`config.mk`:
```
export PLATFORM = sky130hd
export DESIGN_NAME = rom_dma_batch_sched
export DESIGN_NICKNAME = d
export VERILOG_FILES = /design/src/rtl/rom_dma_batch_sched.sv
export SDC_FILE = /design/constraint.sdc
export NUM_CORES = 1
export LEC_CHECK = 0
export ABC_CLOCK_PERIOD_IN_PS = 5000
export BUFFER_PORTS_ARGS = -buffer_cell sky130_fd_sc_hd__buf_2
export CORE_MARGIN = 1
export CORE_UTILIZATION = 30
export CTS_BUF_LIST = sky130_fd_sc_hd__clkbuf_4 sky130_fd_sc_hd__clkbuf_8 sky130_fd_sc_hd__clkbuf_16
export DETAILED_ROUTE_END_ITERATION = 16
export PLACE_DENSITY = 0.46
export SETUP_SLACK_MARGIN = 0.5
export SLEW_MARGIN = 10
export SYNTH_ARGS = -nofsm -noshare
export SYNTH_HDL_FRONTEND = slang
export SYNTH_SLANG_ARGS = --single-unit
```
`constraint.sdc`:
```
create_clock -name clk -period 5 [get_ports clk]
set_input_delay 0.25 -clock clk [delete_from_list [all_inputs] [get_ports clk]]
set_output_delay 0.25 -clock clk [all_outputs]
set_load 0.03 [all_outputs]
```
`src/rtl/rom_dma_batch_sched.sv`:
```
// Splits one ROM->SVM transfer command into DMA batches of at most MAX_BATCH_BYTES.
// Optional per-batch watchdog enabled by defining SCHED_TIMEOUT_EN.
module rom_dma_batch_sched #(
  parameter int MAX_BATCH_BYTES = 256,
  parameter int TIMEOUT_CYCLES  = 65535
) (
  input  logic        clk,
  input  logic        reset,
  input  logic        cmd_vld,
  output logic        cmd_rdy,
  input  logic [31:0] cmd_base_addr,
  input  logic [31:0] cmd_num_bytes,
  input  logic        abort,
  output logic        start_rd,
  output logic        cfg_ready,
  output logic [31:0] cfg_dma_base_addr,
  output logic [31:0] cfg_dma_num_bytes,
  input  logic        batch_dma_done,
  output logic        busy,
  output logic        cmd_done,
  output logic        aborted,
  output logic        err_timeout,
  output logic [15:0] batches_done
);

  typedef enum logic [2:0] {IDLE, ISSUE, WAIT, DONE, ERR} state_t;

  localparam logic [31:0] MAX_B   = 32'(MAX_BATCH_BYTES);
  localparam logic [15:0] TO_LAST = 16'(TIMEOUT_CYCLES - 1);

  state_t      state;
  logic [31:0] rem;
  logic [31:0] addr_nxt, rem_nxt;
  logic        to_hit;

  function automatic logic [31:0] clip(input logic [31:0] r);
    return (r > MAX_B) ? MAX_B : r;
  endfunction

  // cfg_dma_* doubles as the running address/chunk of the batch in flight
  assign addr_nxt = cfg_dma_base_addr + cfg_dma_num_bytes;
  assign rem_nxt  = rem - cfg_dma_num_bytes;

`ifdef SCHED_TIMEOUT_EN
  logic [15:0] wdog;

  always_ff @(posedge clk or posedge reset) begin
    if (reset)               wdog <= '0;
    else if (state == WAIT)  wdog <= wdog + 16'd1;
    else                     wdog <= '0;
  end

  assign to_hit = (wdog == TO_LAST);
`else
  logic unused_to;
  assign unused_to = ^TO_LAST;
  assign to_hit    = 1'b0;
`endif

  assign cmd_rdy   = (state == IDLE);
  assign busy      = (state != IDLE);
  assign start_rd  = (state == ISSUE);
  assign cfg_ready = (state == ISSUE) || (state == WAIT);
  assign cmd_done  = (state == DONE);

  always_ff @(posedge clk or posedge reset) begin
    if (reset) begin
      state             <= IDLE;
      rem               <= '0;
      cfg_dma_base_addr <= '0;
      cfg_dma_num_bytes <= '0;
      batches_done      <= '0;
      aborted           <= 1'b0;
      err_timeout       <= 1'b0;
    end else begin
      aborted <= 1'b0;
      case (state)
        IDLE: if (cmd_vld) begin
          rem          <= cmd_num_bytes;
          batches_done <= '0;
          err_timeout  <= 1'b0;
          if (cmd_num_bytes == 32'd0) begin
            state <= DONE;
          end else begin
            cfg_dma_base_addr <= cmd_base_addr;
            cfg_dma_num_bytes <= clip(cmd_num_bytes);
            state             <= ISSUE;
          end
        end
        ISSUE: begin
          if (abort) begin
            state   <= IDLE;
            aborted <= 1'b1;
          end else begin
            state <= WAIT;
          end
        end
        WAIT: begin
          if (abort) begin
            state   <= IDLE;
            aborted <= 1'b1;
          end else if (batch_dma_done) begin
            rem          <= rem_nxt;
            batches_done <= batches_done + 16'd1;
            if (rem_nxt != 32'd0) begin
              cfg_dma_base_addr <= addr_nxt;
              cfg_dma_num_bytes <= clip(rem_nxt);
              state             <= ISSUE;
            end else begin
              state <= DONE;
            end
          end else if (to_hit) begin
            state       <= ERR;
            err_timeout <= 1'b1;
          end
        end
        DONE: state <= IDLE;
        ERR: if (abort) begin
          state   <= IDLE;
          aborted <= 1'b1;
        end
        default: state <= IDLE;
      endcase
    end
  end

endmodule

```
[Yosys cells after proc, flatten, opt, wreduce, memory -nomap -nowiden]
Cells that the tools add are included.
Storage, ports and cells
  register bits: 116
  output and inout bits: 87
  logic and storage cells: 64
Operators by class
  add/subtract/negate cells: 3
  order comparisons: 2
  eq/ne operators: 11
  muxes and demuxes: 32
  reductions and logical operators: 10
Operator list (count)
  $mux W32: 15
  $pmux W32 S2: 3
  $gt A32 B9 Y1 const B: 2
  $mux W16: 3
  $add A32 B32 Y32: 1
  $logic_not A32 Y1: 1
  $pmux W16 S2: 1
  $reduce_bool A32 Y1: 1
  $sub A32 B32 Y32: 1
  $add A16 B1 Y16 const B: 1
  $mux W3: 4
  $pmux W3 S4: 1
  $ne A2 B2 Y1 const B: 5
  $eq A3 B2 Y1 const B: 2
  $mux W2: 3
  $reduce_and A6 Y1: 1
  $reduce_and A4 Y1: 1
  $eq A3 B1 Y1 const B: 1
  $eq A3 B3 Y1 const B: 1
  $logic_not A3 Y1: 1
  $ne A3 B3 Y1 const B: 1
  $reduce_and A3 Y1: 1
  $reduce_bool A3 Y1: 1
  $reduce_or A3 Y1: 1
  4 further kinds: 5

[Longest topological paths before layout]
  depth in word-level cells: 7
  gate-level depth with buffers: 16

[Worst setup path before layout]
Ideal clock, no wire load.
  path type: register to register
  start point: reg cfg_dma_num_bytes[2]
  end point: reg cfg_dma_base_addr[25]
  library setup time: 0.135 ns
  data arrival time: 4.188 ns
  data required time: 4.865 ns
  setup slack: 0.677 ns
  cell stages (with the launch flop): 15
  path buffers: 1
  clock period less this slack: 4.323 ns
  cells stage by stage: dfrtp_1 inv_1 ha_1 nor2b_4 o2111a_2 o31ai_4 a211oi_4 or4b_1 and3_1 or4_1 or4b_4 o21ai_4 buf_12 mux2i_1 o31ai_1
On the way
  word-level cells in the longest chain between the ends: 5
  elaborated cells on any way between the ends: 9
Ends and longest elaborated chain
  from (decl): RTL line 17  | output logic [31:0] cfg_dma_num_bytes,
  from (signal assigned): RTL line 86  | cfg_dma_num_bytes <= clip(cmd_num_bytes);
  from (signal assigned): RTL line 107  | cfg_dma_num_bytes <= clip(rem_nxt);
  branches (longest 5 deep; another with $sub A32 B32 Y32)
  to (signal assigned): RTL line 85  | cfg_dma_base_addr <= cmd_base_addr;
  to (signal assigned): RTL line 106  | cfg_dma_base_addr <= addr_nxt;
  to (decl): RTL line 16  | output logic [31:0] cfg_dma_base_addr,
Parallel ways; which one is timed is not known. The select of a mux whose other input is x is not followed.
A chain may end at the register's enable or synchronous reset.

[Worst setup path after layout]
  start point: reg cfg_dma_num_bytes[6]
  end point: reg cfg_dma_base_addr[0]
On the way
  word-level cells in the longest chain between the ends: 4
Ends and longest elaborated chain
  $sub A32 B32 Y32: RTL line 42  | assign rem_nxt = rem - cfg_dma_num_bytes;
  $reduce_bool A32 Y1: RTL line 105  | if (rem_nxt != 32'd0) begin
  $ne A2 B1 Y1 (no source line)
  $reduce_and A6 Y1 (no source line)
Every way passes these cells.

==> metrics.md <==
| Metric | Value |
|---|---|
| Number of antenna cells inserted | `0` |
| Worst reg2reg path startpoint | `cfg_dma_num_bytes[6]$_DFFE_PP0P_` |
| Seq cells post-synth | `115` |
| Layout-stage area growth over the synthesis result | `22.7%` |
| Initial core utilization | `30.5%` |
| Shortest clock period the worst path allows after layout | `4.39 ns` |
| Largest net degree at the start of global routing | `69` |
| H-Tree Depth | `4` |
| Filler cells | `3103` |
| Largest stage delay on the critical path | `0.59 ns` |
| Antenna violations before repair | `1` |
| Power per unit of standard cell area | `649 nW/um^2` |
| Finished layout cell area | `11000 um^2` |
| Power Internal | `3.72 mW` |
| Instance area at placement | `10100 um^2` |
| Area of the core | `29600 um^2` |
| Critical-path maximum fanout | `9` |
| Unrepaired setup endpoints after global routing | `false` |
| Number of warnings issued by yosys | `0` |
| Share of cell area taken by muxes after synthesis | `5.06%` |
| Final number of setup-violating endpoints | `0` |
| Final Hold Fails | `3` |
| Sequential group share of total power | `20.6%` |
| # clock sinks | `115` |
| Top FF cell, synth | `sky130_fd_sc_hd__dfrtp_1` |
| First drt pass iteration count | `5` |
| Share of synthesized area occupied by flip-flops and latches | `32.0%` |
| CTS Hold Bufs | `0` |
| Share of the synthesized area in compound gates (AO/OA/AOI/OAI) | `22.9%` |
| Cell row count | `63` |
| Setup slack, reg-to-reg | `0.61 ns` |
| Worst EP arrival | `4.71 ns` |
| Post-detailed-route count of antenna-violating nets | `0` |
| Clock tree from TritonCTS | `yes` |
| Min-delay worst type | `in2async` |
| Cell area after synthesis | `9000 um^2` |
| Clock transition at path regs | `0.07 ns` |
| Violated checks | `negative hold slack` |
| Average footprint of a synthesized cell | `8.52 um^2` |
| Largest family of logic cells by synthesized area | `compound AO/OA/AOI/OAI gates` |
| Total half-perimeter wirelength after legalization and detailed placement | `23400 um` |
| Switching part of the total power | `48.1%` |
| DR iter-0 viols | `638` |
| Synth async-reset ratio | `100%` |
| Worst-path cell chain | `inv_1 > ha_1 > and2_4 > o2111a_2 > o31ai_4 > a211oi_4 > or4b_1 > and3_1 > or4_1 > or4b_4 > o21ai_4 > buf_12 > buf_4 > buf_6 > o21ai_0` |
| Post-detailed-route DRC marker count | `0` |
| Total die area | `30700 um^2` |
| Relative max-transition margin | `35.2%` |
| I/O Pins | `156` |
| Die extent in x | `175 um` |
| Leak pwr | `5.04 nW` |
| Average detailed-routed wire length per instance | `19.1 um` |
| Chip Height | `175 um` |
| Post-Synth XOR/XNOR Area | `5.45%` |
| Relative contribution of combinational cells to total power | `59.4%` |
| Switching component of the power | `3.44 mW` |
| Post-DR vias/cell | `5.18` |
| Aggregate global-route resource usage | `20.3%` |
| Net count after synthesis | `1195` |
| Part of the cycle the worst path needs | `87.9%` |
| Transition at the pin with the smallest max-transition slack | `0.972 ns` |
| Worst reg2reg path endpoint | `cfg_dma_base_addr[0]$_DFFE_PP0P_` |
| Clock share of power | `20.1%` |
| Pins over their slew limit | `0` |
| Synth Area in Adders | `9.76%` |
| Clock tree root buffer cell | `sky130_fd_sc_hd__clkbuf_16` |
| Final RePlAce weighted congestion | `0.936` |
| Status | `finished, violations left` |
| Vias in the first global route | `8171` |
| Launching element type of the critical path | `flop` |
| Required time reported for the critical path endpoint | `5.32 ns` |
| R2r worst-path depth | `15` |
| Aggregate routed wire length | `31200 um` |
| Critical Path Sink Type | `flop` |
| Max_cap viols | `0` |
| Post-Synth Simple-Gate Area | `18.7%` |
| Post-layout nets | `1364` |
| Worst skew pair latency | `0.44 ns` |
| I/O Buffers | `154` |
| Vias after detailed routing | `8434` |
| Critical path type | `reg2reg` |
| Max rail drop VDD | `0.274 mV` |
| Maximum number of buffers from clock root to sink | `2` |
| Timing-limited maximum frequency | `228 MHz` |
| Wire length of the first global-routing pass | `47600 um` |
| Worst hold slack across all endpoints | `-0.00578 ns` |
| Critical-path top delay cell | `sky130_fd_sc_hd__or4b_4` |
| Number of flops mapped to enable cells by yosys | `0` |
| Number of standard cells after synthesis | `1057` |
| Accumulated negative setup slack | `0 ns` |
| Largest clock skew in the final design | `0.0113 ns` |
| Number of distinct library cell variants in the gate-level netlist after synthesis | `82` |
| Share of final-layout standard cells stronger than drive strength 1 | `22.5%` |
| TritonCTS Buffers | `17` |
| Leftover overflow at the end of global routing | `0` |
## registers in the layout, summed over array words and instances, names as in the netlist
register and cells:
aborted 1, batches_done 16, cfg_dma_base_addr 32, cfg_dma_num_bytes 32, rem 32, state 2
## layout make-up
class / count / area (um^2) / share of cell area [%]
multi-input cells: 841 / 5660 / 51.2
flip-flops and latches: 115 / 2880 / 26.1
repair buffers: 192 / 1130 / 10.2
well taps: 390 / 488 / 4.42
clock buffers: 17 / 425 / 3.85
clock inverters: 15 / 243 / 2.20
inverters: 59 / 224 / 2.03
## power by group through the flow
stage               clock network, mW  logic [mW]  registers [mW]
floorplan                           0        2.85            1.68
global placement                    0        3.96            1.50
detailed placement                  0        3.96            1.49
CTS                              1.47        4.08            1.48
global route                     1.50        4.68            1.51
finish                           1.44        4.26            1.47
## cell families after synthesis
logic type / after synthesis
simple gates: 347
other cells: 1
compound gates: 323
mux: 45
buf+inv: 101
fa+ha+maj: 69
flops: 115
xor+xnor: 56
## critical path: cells and delay by family, from the launching register on
kind	cells	cell delay (ns)
AOI/OAI and AO/OA	5	1.02
and+or+nand+nor	5	2.00
buffers and inverters	4	0.49
DFF	1	0.40
adders and majority gates	1	0.36
## worst max-delay path by stage
stage | start | endpoint | cells after the start
3_3_place_gp | cfg_dma_num_bytes[15]$_DFFE_PP0P_ | cfg_dma_base_addr[17]$_DFFE_PP0P_ | 14
6_report | cfg_dma_num_bytes[6]$_DFFE_PP0P_ | cfg_dma_base_addr[0]$_DFFE_PP0P_ | 15
4_1_cts | cfg_dma_num_bytes[0]$_DFFE_PP0P_ | cfg_dma_base_addr[19]$_DFFE_PP0P_ | 15
3_5_place_dp | cfg_dma_num_bytes[15]$_DFFE_PP0P_ | cfg_dma_base_addr[16]$_DFFE_PP0P_ | 14
2_1_floorplan | cfg_dma_num_bytes[2]$_DFFE_PP0P_ | cfg_dma_base_addr[25]$_DFFE_PP0P_ | 14
5_1_grt | rem[0]$_DFFE_PP0P_ | cfg_dma_num_bytes[4]$_DFFE_PP0P_ | 17
## what timing repair did
action,CTS,global route
endpoints found under the setup margin,27,64
gates cloned,1,2
buffers inserted,1,12
gates resized for setup,5,20
pin swaps,1,10
## per-layer routing
layer  wire (um)  GRT usage (%)  up-vias
met1       14400           26.9     4004
met2       14600           33.4      244
met3        1630           3.94       34
met5          17              0        -
met4         533           5.87        2
li1            -              -     4150
## layout by cell type (no fill, tap or decap), types with 4 or more instances in the layout
master                        n
sky130_fd_sc_hd__buf_2      154
sky130_fd_sc_hd__dfrtp_1    111
sky130_fd_sc_hd__nand2_1    103
sky130_fd_sc_hd__a21oi_1     98
sky130_fd_sc_hd__nor2_1      92
sky130_fd_sc_hd__o21ai_0     78
sky130_fd_sc_hd__ha_1        60
sky130_fd_sc_hd__inv_1       57
sky130_fd_sc_hd__mux2i_1     41
sky130_fd_sc_hd__buf_4       32
sky130_fd_sc_hd__xnor2_1     29
sky130_fd_sc_hd__a21o_1      29
sky130_fd_sc_hd__and2_1      29
sky130_fd_sc_hd__xor2_1      27
sky130_fd_sc_hd__nor3_1      19
sky130_fd_sc_hd__nand3_1     18
sky130_fd_sc_hd__clkbuf_16   18
sky130_fd_sc_hd__nand4_1     17
sky130_fd_sc_hd__a22oi_1     12
sky130_fd_sc_hd__o21a_1      12
sky130_fd_sc_hd__o31ai_1     11
sky130_fd_sc_hd__or3_1       10
sky130_fd_sc_hd__o21ai_2     10
sky130_fd_sc_hd__a211oi_1     9
sky130_fd_sc_hd__a31oi_1      9
sky130_fd_sc_hd__nand2b_1     8
sky130_fd_sc_hd__nor2b_1      8
sky130_fd_sc_hd__nor4_1       8
sky130_fd_sc_hd__o21bai_1     7
sky130_fd_sc_hd__and3_1       7
sky130_fd_sc_hd__and2_2       5
sky130_fd_sc_hd__o311ai_0     5
sky130_fd_sc_hd__bufinv_16    5
sky130_fd_sc_hd__inv_6        5
sky130_fd_sc_hd__mux2_2       4
sky130_fd_sc_hd__ha_2         4
sky130_fd_sc_hd__dfrtp_2      4
## through the flow
step | instances | total power, mW | util [%] | hold slack (ns) | worst slack, ns
floorplan | 1057 | 4.53 | - | 0.384 | 0.677
global placement | 1581 | 5.45 | 34.3 | 0.485 | 0.380
detailed placement | 1581 | 5.45 | 34.3 | 0.482 | 0.362
CTS | 1615 | 7.02 | 36.7 | 0.0188 | 0.512
global route | 1629 | 7.69 | 37.4 | 0.0559 | 0.488
finish | 1629 | 7.17 | 37.4 | -0.00578 | 0.605
## synth_stat cells, drive strengths merged, types with 4 or more instances
cell type / number / area (um^2)
a211oi: 10 / 87.6
a21o: 30 / 226
a21oi: 101 / 505
a22oi: 12 / 90.1
a31oi: 9 / 56.3
and2: 36 / 233
and3: 8 / 51.3
buf: 11 / 141
clkbuf: 30 / 154
dfrtp: 115 / 2880
ha: 67 / 838
inv: 59 / 221
mux2: 4 / 45.0
mux2i: 41 / 410
nand2: 103 / 387
nand2b: 8 / 50.1
nand3: 18 / 90.1
nand4: 17 / 106
nor2: 93 / 349
nor2b: 9 / 63.8
nor3: 19 / 95.1
nor4: 9 / 56.3
o2111a: 4 / 46.3
o21a: 12 / 90.1
o21ai: 91 / 504
o21bai: 7 / 52.6
o311ai: 5 / 43.8
o31ai: 12 / 104
or3: 12 / 77.6
or4: 4 / 31.3
xnor2: 29 / 254
xor2: 27 / 236
Power figures use the tool's default switching activity.
